`src/rtl/if_fetch_queue_if.sv`:
```
// rtl/if_fetch_queue_if.sv - fetch queue bus bundle: PC/imem request-response and decode handshake
interface if_fetch_queue_if;
  logic [31:0] pc_i;
  logic        ifu_go_o;
  logic        imem_req_o;
  logic [31:0] imem_addr_o;
  logic        imem_gnt_i;
  logic        imem_rvalid_i;
  logic [31:0] imem_rdata_i;
  logic        flush_i;
  logic        id_valid_o;
  logic [31:0] id_instr_o;
  logic [31:0] id_pc_o;
  logic        id_ready_i;

  // Queue side: consumes PC, memory responses, flush and decode ready.
  modport slave (
    input  pc_i, imem_gnt_i, imem_rvalid_i, imem_rdata_i, flush_i, id_ready_i,
    output ifu_go_o, imem_req_o, imem_addr_o, id_valid_o, id_instr_o, id_pc_o
  );

  // Environment side: PC register, instruction memory and decode.
  modport master (
    output pc_i, imem_gnt_i, imem_rvalid_i, imem_rdata_i, flush_i, id_ready_i,
    input  ifu_go_o, imem_req_o, imem_addr_o, id_valid_o, id_instr_o, id_pc_o
  );
endinterface

```
`src/rtl/if_fetch_queue.sv`:
```
// rtl/if_fetch_queue.sv - in-order instruction fetch queue between PC register and decode
module if_fetch_queue #(
  parameter int DEPTH = 4,
  parameter int PTR_W = 2
) (
  input logic            clk,
  input logic            reset,
  if_fetch_queue_if.slave fq
);

  localparam logic [PTR_W:0] PTR_ONE = (PTR_W+1)'(1);

  logic [PTR_W:0]   r_alloc_ptr;
  logic [PTR_W:0]   r_fill_ptr;
  logic [PTR_W:0]   r_rd_ptr;
  logic [PTR_W:0]   r_discard_cnt;
  logic [31:0]      r_pc    [DEPTH];
  logic [31:0]      r_instr [DEPTH];
  logic [DEPTH-1:0] r_filled;

  logic [PTR_W:0]   w_occ;
  logic [PTR_W:0]   w_inflight;
  logic [PTR_W:0]   w_discard_flush;
  logic [PTR_W-1:0] w_alloc_idx;
  logic [PTR_W-1:0] w_fill_idx;
  logic [PTR_W-1:0] w_rd_idx;
  logic             w_full;
  logic             w_discarding;
  logic             w_req;
  logic             w_grant;
  logic             w_drop;
  logic             w_fill;
  logic             w_valid;
  logic             w_pop;

  assign w_occ        = r_alloc_ptr - r_rd_ptr;
  assign w_inflight   = r_alloc_ptr - r_fill_ptr;
  assign w_alloc_idx  = r_alloc_ptr[PTR_W-1:0];
  assign w_fill_idx   = r_fill_ptr[PTR_W-1:0];
  assign w_rd_idx     = r_rd_ptr[PTR_W-1:0];

  // occ never exceeds DEPTH, so the wrap bit of occ alone marks "full".
  assign w_full       = w_occ[PTR_W];
  assign w_discarding = (r_discard_cnt != '0);

  // Request uses registered state only: a slot freed by a pop is reusable next cycle.
  assign w_req   = !reset && !fq.flush_i && !w_discarding && !w_full;
  assign w_grant = w_req && fq.imem_gnt_i;

  // Responses owed to a flushed stream are dropped before any fill happens.
  assign w_drop  = fq.imem_rvalid_i && w_discarding;
  assign w_fill  = fq.imem_rvalid_i && !w_discarding && (r_fill_ptr != r_alloc_ptr);

  assign w_valid = (w_occ != '0) && r_filled[w_rd_idx];
  assign w_pop   = w_valid && fq.id_ready_i;

  // Every response still owed after this cycle must be thrown away after a flush.
  assign w_discard_flush = r_discard_cnt + w_inflight - ((w_drop || w_fill) ? PTR_ONE : '0);

  assign fq.imem_req_o  = w_req;
  assign fq.imem_addr_o = fq.pc_i;
  assign fq.ifu_go_o    = w_grant || (fq.flush_i && !reset);
  assign fq.id_valid_o  = w_valid;
  assign fq.id_instr_o  = r_instr[w_rd_idx];
  assign fq.id_pc_o     = r_pc[w_rd_idx];

  // Pointer, filled-bit and discard bookkeeping; flush outranks grant, fill and pop.
  always_ff @(posedge clk) begin
    if (reset) begin
      r_alloc_ptr   <= '0;
      r_fill_ptr    <= '0;
      r_rd_ptr      <= '0;
      r_discard_cnt <= '0;
      r_filled      <= '0;
    end else if (fq.flush_i) begin
      r_alloc_ptr   <= r_rd_ptr;
      r_fill_ptr    <= r_rd_ptr;
      r_filled      <= '0;
      r_discard_cnt <= w_discard_flush;
    end else begin
      if (w_grant) begin
        r_filled[w_alloc_idx] <= 1'b0;
        r_alloc_ptr           <= r_alloc_ptr + PTR_ONE;
      end
      if (w_fill) begin
        r_filled[w_fill_idx] <= 1'b1;
        r_fill_ptr           <= r_fill_ptr + PTR_ONE;
      end
      if (w_pop) begin
        r_filled[w_rd_idx] <= 1'b0;
        r_rd_ptr           <= r_rd_ptr + PTR_ONE;
      end
      if (w_drop) begin
        r_discard_cnt <= r_discard_cnt - PTR_ONE;
      end
    end
  end

  // Entry payload capture; contents only matter once the filled bit is set.
  always_ff @(posedge clk) begin
    if (!reset && !fq.flush_i) begin
      if (w_grant) begin
        r_pc[w_alloc_idx] <= fq.pc_i;
      end
      if (w_fill) begin
        r_instr[w_fill_idx] <= fq.imem_rdata_i;
      end
    end
  end

endmodule

```
`src/flat_wrapper.sv`:
```
// flat-port wrapper written by rule: the top's interface ports become plain ports
module if_fetch_queue_flat 
#(
  parameter int DEPTH = 4,
  parameter int PTR_W = 2
)
  (clk, reset, fq_pc_i, fq_imem_gnt_i, fq_imem_rvalid_i, fq_imem_rdata_i, fq_flush_i, fq_id_ready_i, fq_ifu_go_o, fq_imem_req_o, fq_imem_addr_o, fq_id_valid_o, fq_id_instr_o, fq_id_pc_o);
  if_fetch_queue_if fq_i ();
  input logic clk;
  input logic reset;
  input wire logic [$bits(fq_i.pc_i)-1:0] fq_pc_i;
  input wire logic [$bits(fq_i.imem_gnt_i)-1:0] fq_imem_gnt_i;
  input wire logic [$bits(fq_i.imem_rvalid_i)-1:0] fq_imem_rvalid_i;
  input wire logic [$bits(fq_i.imem_rdata_i)-1:0] fq_imem_rdata_i;
  input wire logic [$bits(fq_i.flush_i)-1:0] fq_flush_i;
  input wire logic [$bits(fq_i.id_ready_i)-1:0] fq_id_ready_i;
  output wire logic [$bits(fq_i.ifu_go_o)-1:0] fq_ifu_go_o;
  output wire logic [$bits(fq_i.imem_req_o)-1:0] fq_imem_req_o;
  output wire logic [$bits(fq_i.imem_addr_o)-1:0] fq_imem_addr_o;
  output wire logic [$bits(fq_i.id_valid_o)-1:0] fq_id_valid_o;
  output wire logic [$bits(fq_i.id_instr_o)-1:0] fq_id_instr_o;
  output wire logic [$bits(fq_i.id_pc_o)-1:0] fq_id_pc_o;
  assign fq_i.pc_i = fq_pc_i;
  assign fq_i.imem_gnt_i = fq_imem_gnt_i;
  assign fq_i.imem_rvalid_i = fq_imem_rvalid_i;
  assign fq_i.imem_rdata_i = fq_imem_rdata_i;
  assign fq_i.flush_i = fq_flush_i;
  assign fq_i.id_ready_i = fq_id_ready_i;
  assign fq_ifu_go_o = fq_i.ifu_go_o;
  assign fq_imem_req_o = fq_i.imem_req_o;
  assign fq_imem_addr_o = fq_i.imem_addr_o;
  assign fq_id_valid_o = fq_i.id_valid_o;
  assign fq_id_instr_o = fq_i.id_instr_o;
  assign fq_id_pc_o = fq_i.id_pc_o;
  if_fetch_queue #(.DEPTH(DEPTH), .PTR_W(PTR_W)) u_core (.clk(clk), .reset(reset), .fq(fq_i));
endmodule
```
`config.mk`:
```
export PLATFORM = sky130hd
export DESIGN_NAME = if_fetch_queue_flat
export DESIGN_NICKNAME = d
export VERILOG_FILES = /design/src/rtl/if_fetch_queue_if.sv /design/src/rtl/if_fetch_queue.sv /design/src/flat_wrapper.sv
export SDC_FILE = /design/constraint.sdc
export NUM_CORES = 1
export LEC_CHECK = 0
export CAP_MARGIN = 10
export CELL_PAD_IN_SITES_DETAIL_PLACEMENT = 0
export CELL_PAD_IN_SITES_GLOBAL_PLACEMENT = 1
export CORE_UTILIZATION = 42
export CTS_CLUSTER_SIZE = 25
export DETAILED_ROUTE_END_ITERATION = 8
export MAX_ROUTING_LAYER = met4
export PLACE_DENSITY_LB_ADDON = 0.1
export SYNTH_ARGS = -nofsm -noshare
export SYNTH_HDL_FRONTEND = slang
export SYNTH_SLANG_ARGS = --single-unit
export TNS_END_PERCENT = 10
```
`constraint.sdc`:
```
create_clock -name clk -period 3.9 [get_ports clk]
set_input_delay 1.17 -clock clk [delete_from_list [all_inputs] [get_ports clk]]
set_output_delay 1.17 -clock clk [all_outputs]
set_load 0.03 [all_outputs]
```
==> qor.txt <==
YOSYS
--------------------------------------------------------------------------------
Net Count, Synth                                                             607
Register bit total from synthesis                                            274
Synth area leaders                                                  sky130_fd_sc_hd__edfxtp_1, sky130_fd_sc_hd__mux4_2, sky130_fd_sc_hd__dfxtp_1
Seq/Total Area, Yosys                                                      74.4%
Synthesized area per cell                                               21.0 um2
Synth Instances                                                              516
Total of warnings raised by yosys                                              0
Cell type with the largest total area after synthesis               sky130_fd_sc_hd__edfxtp_1
Share of the synthesized area in the top cell type                         71.0%
Number of unique standard cell types used by synthesis                        44
Post-synth design cell area                                           10,800 um2

SETUP PATH
--------------------------------------------------------------------------------
Critical path endpoint category                                     primary output
Start-to-end type of the worst setup path                           flip-flop to primary output
Top fanout value on the critical path                                         12
Cell class contributing the biggest share of worst-path delay       buffers and inverters
Required time at the worst-slack endpoint                                2.73 ns
Cell with the biggest individual delay on the critical path         sky130_fd_sc_hd__clkdlybuf4s50_1
Worst-path cell chain                                               buf_4 -> mux4_2 -> clkdlybuf4s50_1
Startpoint types                                                       flip-flop
Largest stage delay, worst path                                          0.62 ns
Arrival time at the worst endpoint                                       2.56 ns
Buffer and inverter count on the worst path                                    2

CLOCK NETWORK
--------------------------------------------------------------------------------
Clock sink count                                                             274
Clk_lat worst skew                                                       0.54 ns
Number of levels in the clock H-tree                                           1
Clk slew on worst S/H paths                                              0.06 ns
TritonCTS clock tree                                                        done
TritonCTS buffer count                                                        29
Clk root buf                                                        sky130_fd_sc_hd__clkbuf_16
Maximum number of buffers from clock root to sink                              3

DETAILED ROUTING
--------------------------------------------------------------------------------
Routed wire length per instance                                          19.8 um
Total routed wirelength                                                  20.6 mm
DRC violations left                                                            0
Final antenna-violating net count                                              0
Via density per instance                                                    5.09
First-pass iteration count of the detailed router                              4
Starting DRC count in detailed routing                                       285
Total vias in the final route                                              5,282

FLOORPLAN
--------------------------------------------------------------------------------
Number of rows in the core area                                               58
Total I/O pin count                                                          169
Placeable core area                                                   25,300 um2
Starting utilization of the core area                                      42.9%
Die height                                                                163 um
Die boundary width                                                        163 um
Die Outline Area                                                      26,400 um2

GLOBAL ROUTING
--------------------------------------------------------------------------------
Residual overflow from global routing                                          0
Number of antenna violations at the first check in global routing              1
GRT Resource Usage Total                                                   16.2%
First-pass GRT wire length                                               31.3 mm
Pin count of the biggest net entering global routing                          36
Number of global-route vias before repair                                  5,575

HOLD PATH
--------------------------------------------------------------------------------
Worst min-delay path class                                          flip-flop to flip-flop

TIMING
--------------------------------------------------------------------------------
Final hold violation count                                                     0
Pin slew with the least headroom to its limit                           0.563 ns
Setup clock skew after layout                                         0.00931 ns
Maximum achievable frequency                                             268 MHz
Fin crit share                                                             95.7%
Fin crit period                                                          3.73 ns
Max Transition Viols Final                                                     0
Setup violations, final                                                        0
Worst rel slew slack                                                       61.9%
Unrepaired setup endpoints after global routing                               no
Hold slack final                                                        0.521 ns

CELLS AND AREA
--------------------------------------------------------------------------------
Most used cells in the layout excluding fill and tap cells          sky130_fd_sc_hd__edfxtp_1, sky130_fd_sc_hd__clkdlybuf4s50_1, sky130_fd_sc_hd__mux4_2
Final nets                                                                   776
Leading cell type in the layout, fill and taps excluded             sky130_fd_sc_hd__edfxtp_1
Filler cells                                                               1,952
Fraction of layout instances using a drive strength above 1                21.2%
Layout area overhead                                                       27.6%
Finished Cell Area                                                    13,800 um2
Final core area utilization                                                54.7%
Number of non-filler instances in the completed layout                     1,038

PLACEMENT
--------------------------------------------------------------------------------
Number of cells in the design after placement                                983
GPL Wtd Cong                                                               0.776
Number of input and output port buffers inserted                             168
Dpl cell area                                                         12,900 um2
Post-detailed-placement half-perimeter wirelength                        12.9 mm

RUN STATUS
--------------------------------------------------------------------------------
Outcome                                                             finished, final reports clean

POWER AND IR DROP
--------------------------------------------------------------------------------
Cell Pwr Density                                                      468 nW/um2
Max VDD drop                                                            0.361 mV
Static Leak                                                              4.43 nW

FLOW RUN
--------------------------------------------------------------------------------
Max-cap viol count                                                             0

==> cells by family after synthesis <==
| group | Yosys count | synth area share, % |
|---|---|---|
| buffers and inverters | 70 | 3.71 |
| xor gates and xnor gates | 11 | 1.16 |
| adders and majority gates | 21 | 2.77 |
| DFF | 274 | 74.4 |
| AOI/OAI and AO/OA | 28 | 2.08 |
| muxes | 68 | 13.9 |
| and+or+nand+nor | 44 | 2.06 |
==> worst paths after layout <==
path | slack (ns) | end | cells past startpoint | start
min | 0.52 | u_core.r_filled[1] | 2 | u_core.r_filled[1]
max | 0.17 | fq_id_pc_o[29] | 3 | flip-flop
min reg2reg | 0.52 | u_core.r_filled[1] | 2 | u_core.r_filled[1]
max reg2reg | 0.30 | u_core.r_discard_cnt[2] | 14 | u_core.r_discard_cnt[1]
==> worst min-delay path: stages, from the launching register on <==
cell	delay, ns
sky130_fd_sc_hd__dfxtp_1	0.32
sky130_fd_sc_hd__o21ai_0	0.09
sky130_fd_sc_hd__a221oi_2	0.06
==> flip-flops by register name, summed over array words and instances (netlist names), named ones only <==
register              count
u_core.r_pc             128
u_core.r_fill_ptr         3
u_core.r_filled           4
u_core.r_rd_ptr           3
u_core.r_alloc_ptr        3
u_core.r_instr          128
u_core.r_discard_cnt      3
==> where the power goes <==
group / internal (mW) / leakage (nW) / switching (mW)
clock network: 1.45 / 0.418 / 1.07
logic: 0.305 / 1.56 / 0.343
registers: 3.27 / 2.45 / 0.0240
==> synth_stat cells (all sizes together) <==
| cell | number |
|---|---|
| nand2 | 10 |
| ha | 16 |
| o311ai | 1 |
| o21ai | 4 |
| mux4 | 65 |
| a22oi | 1 |
| xor2 | 4 |
| edfxtp | 256 |
| nor3 | 1 |
| o211ai | 1 |
| a221oi | 4 |
| fa | 5 |
| inv | 17 |
| xnor3 | 1 |
| o22ai | 1 |
| nand3 | 5 |
| xnor2 | 5 |
| o21a | 1 |
| clkbuf | 11 |
| xor3 | 1 |
| nor4b | 1 |
| a21o | 1 |
| a32oi | 1 |
| or2 | 1 |
| nor2b | 2 |
| and3b | 1 |
| a311o | 1 |
| nor2 | 13 |
| mux2i | 1 |
| or3 | 1 |
| a211oi | 3 |
| nand2b | 2 |
| o31a | 1 |
| a31oi | 2 |
| buf | 42 |
| and2 | 1 |
| dfxtp | 18 |
| a21oi | 6 |
| mux2 | 2 |
| and3 | 6 |
==> through the flow <==
stage                     TNS, ns  setup WS, ns  total power [mW]
after global placement     -0.643        -0.552              3.98
after CTS                 -0.0266       -0.0266              6.54
after detailed placement   -0.781        -0.604              4.00
after floorplan           -0.0958       -0.0958              3.74
final                           0         0.167              6.46
after global routing            0        0.0246              6.72
==> area by class of cell <==
class | count | area, um2 | area share, %
sequential | 274 | 8060 | 58.3
multi-input combinational | 172 | 2420 | 17.5
timing repair buffer | 191 | 1980 | 14.4
clock buffer | 41 | 771 | 5.58
tap | 330 | 413 | 2.99
clock inverter | 12 | 104 | 0.752
inverter | 17 | 63.8 | 0.462
antenna | 1 | 2.50 | 0.0181
==> per-layer routing <==
layer / wire [um] / vias to the layer above / global-route usage (%)
met5: 0 / - / -
met4: 326 / 0 / 3.86
met3: 1070 / 31 / 2.67
met2: 10400 / 127 / 26.7
met1: 8750 / 2724 / 21.0
li1: - / 2400 / -
==> timing repair <==
action,4_1_cts,5_1_grt
hold endpoints to repair,0,0
pin swaps,0,3
gates cloned,0,0
buffers inserted,0,1
hold buffers,0,0
endpoints found under the setup margin,2,2
gates resized for setup,1,4
No activity file was read; power rests on OpenSTA's default activity.
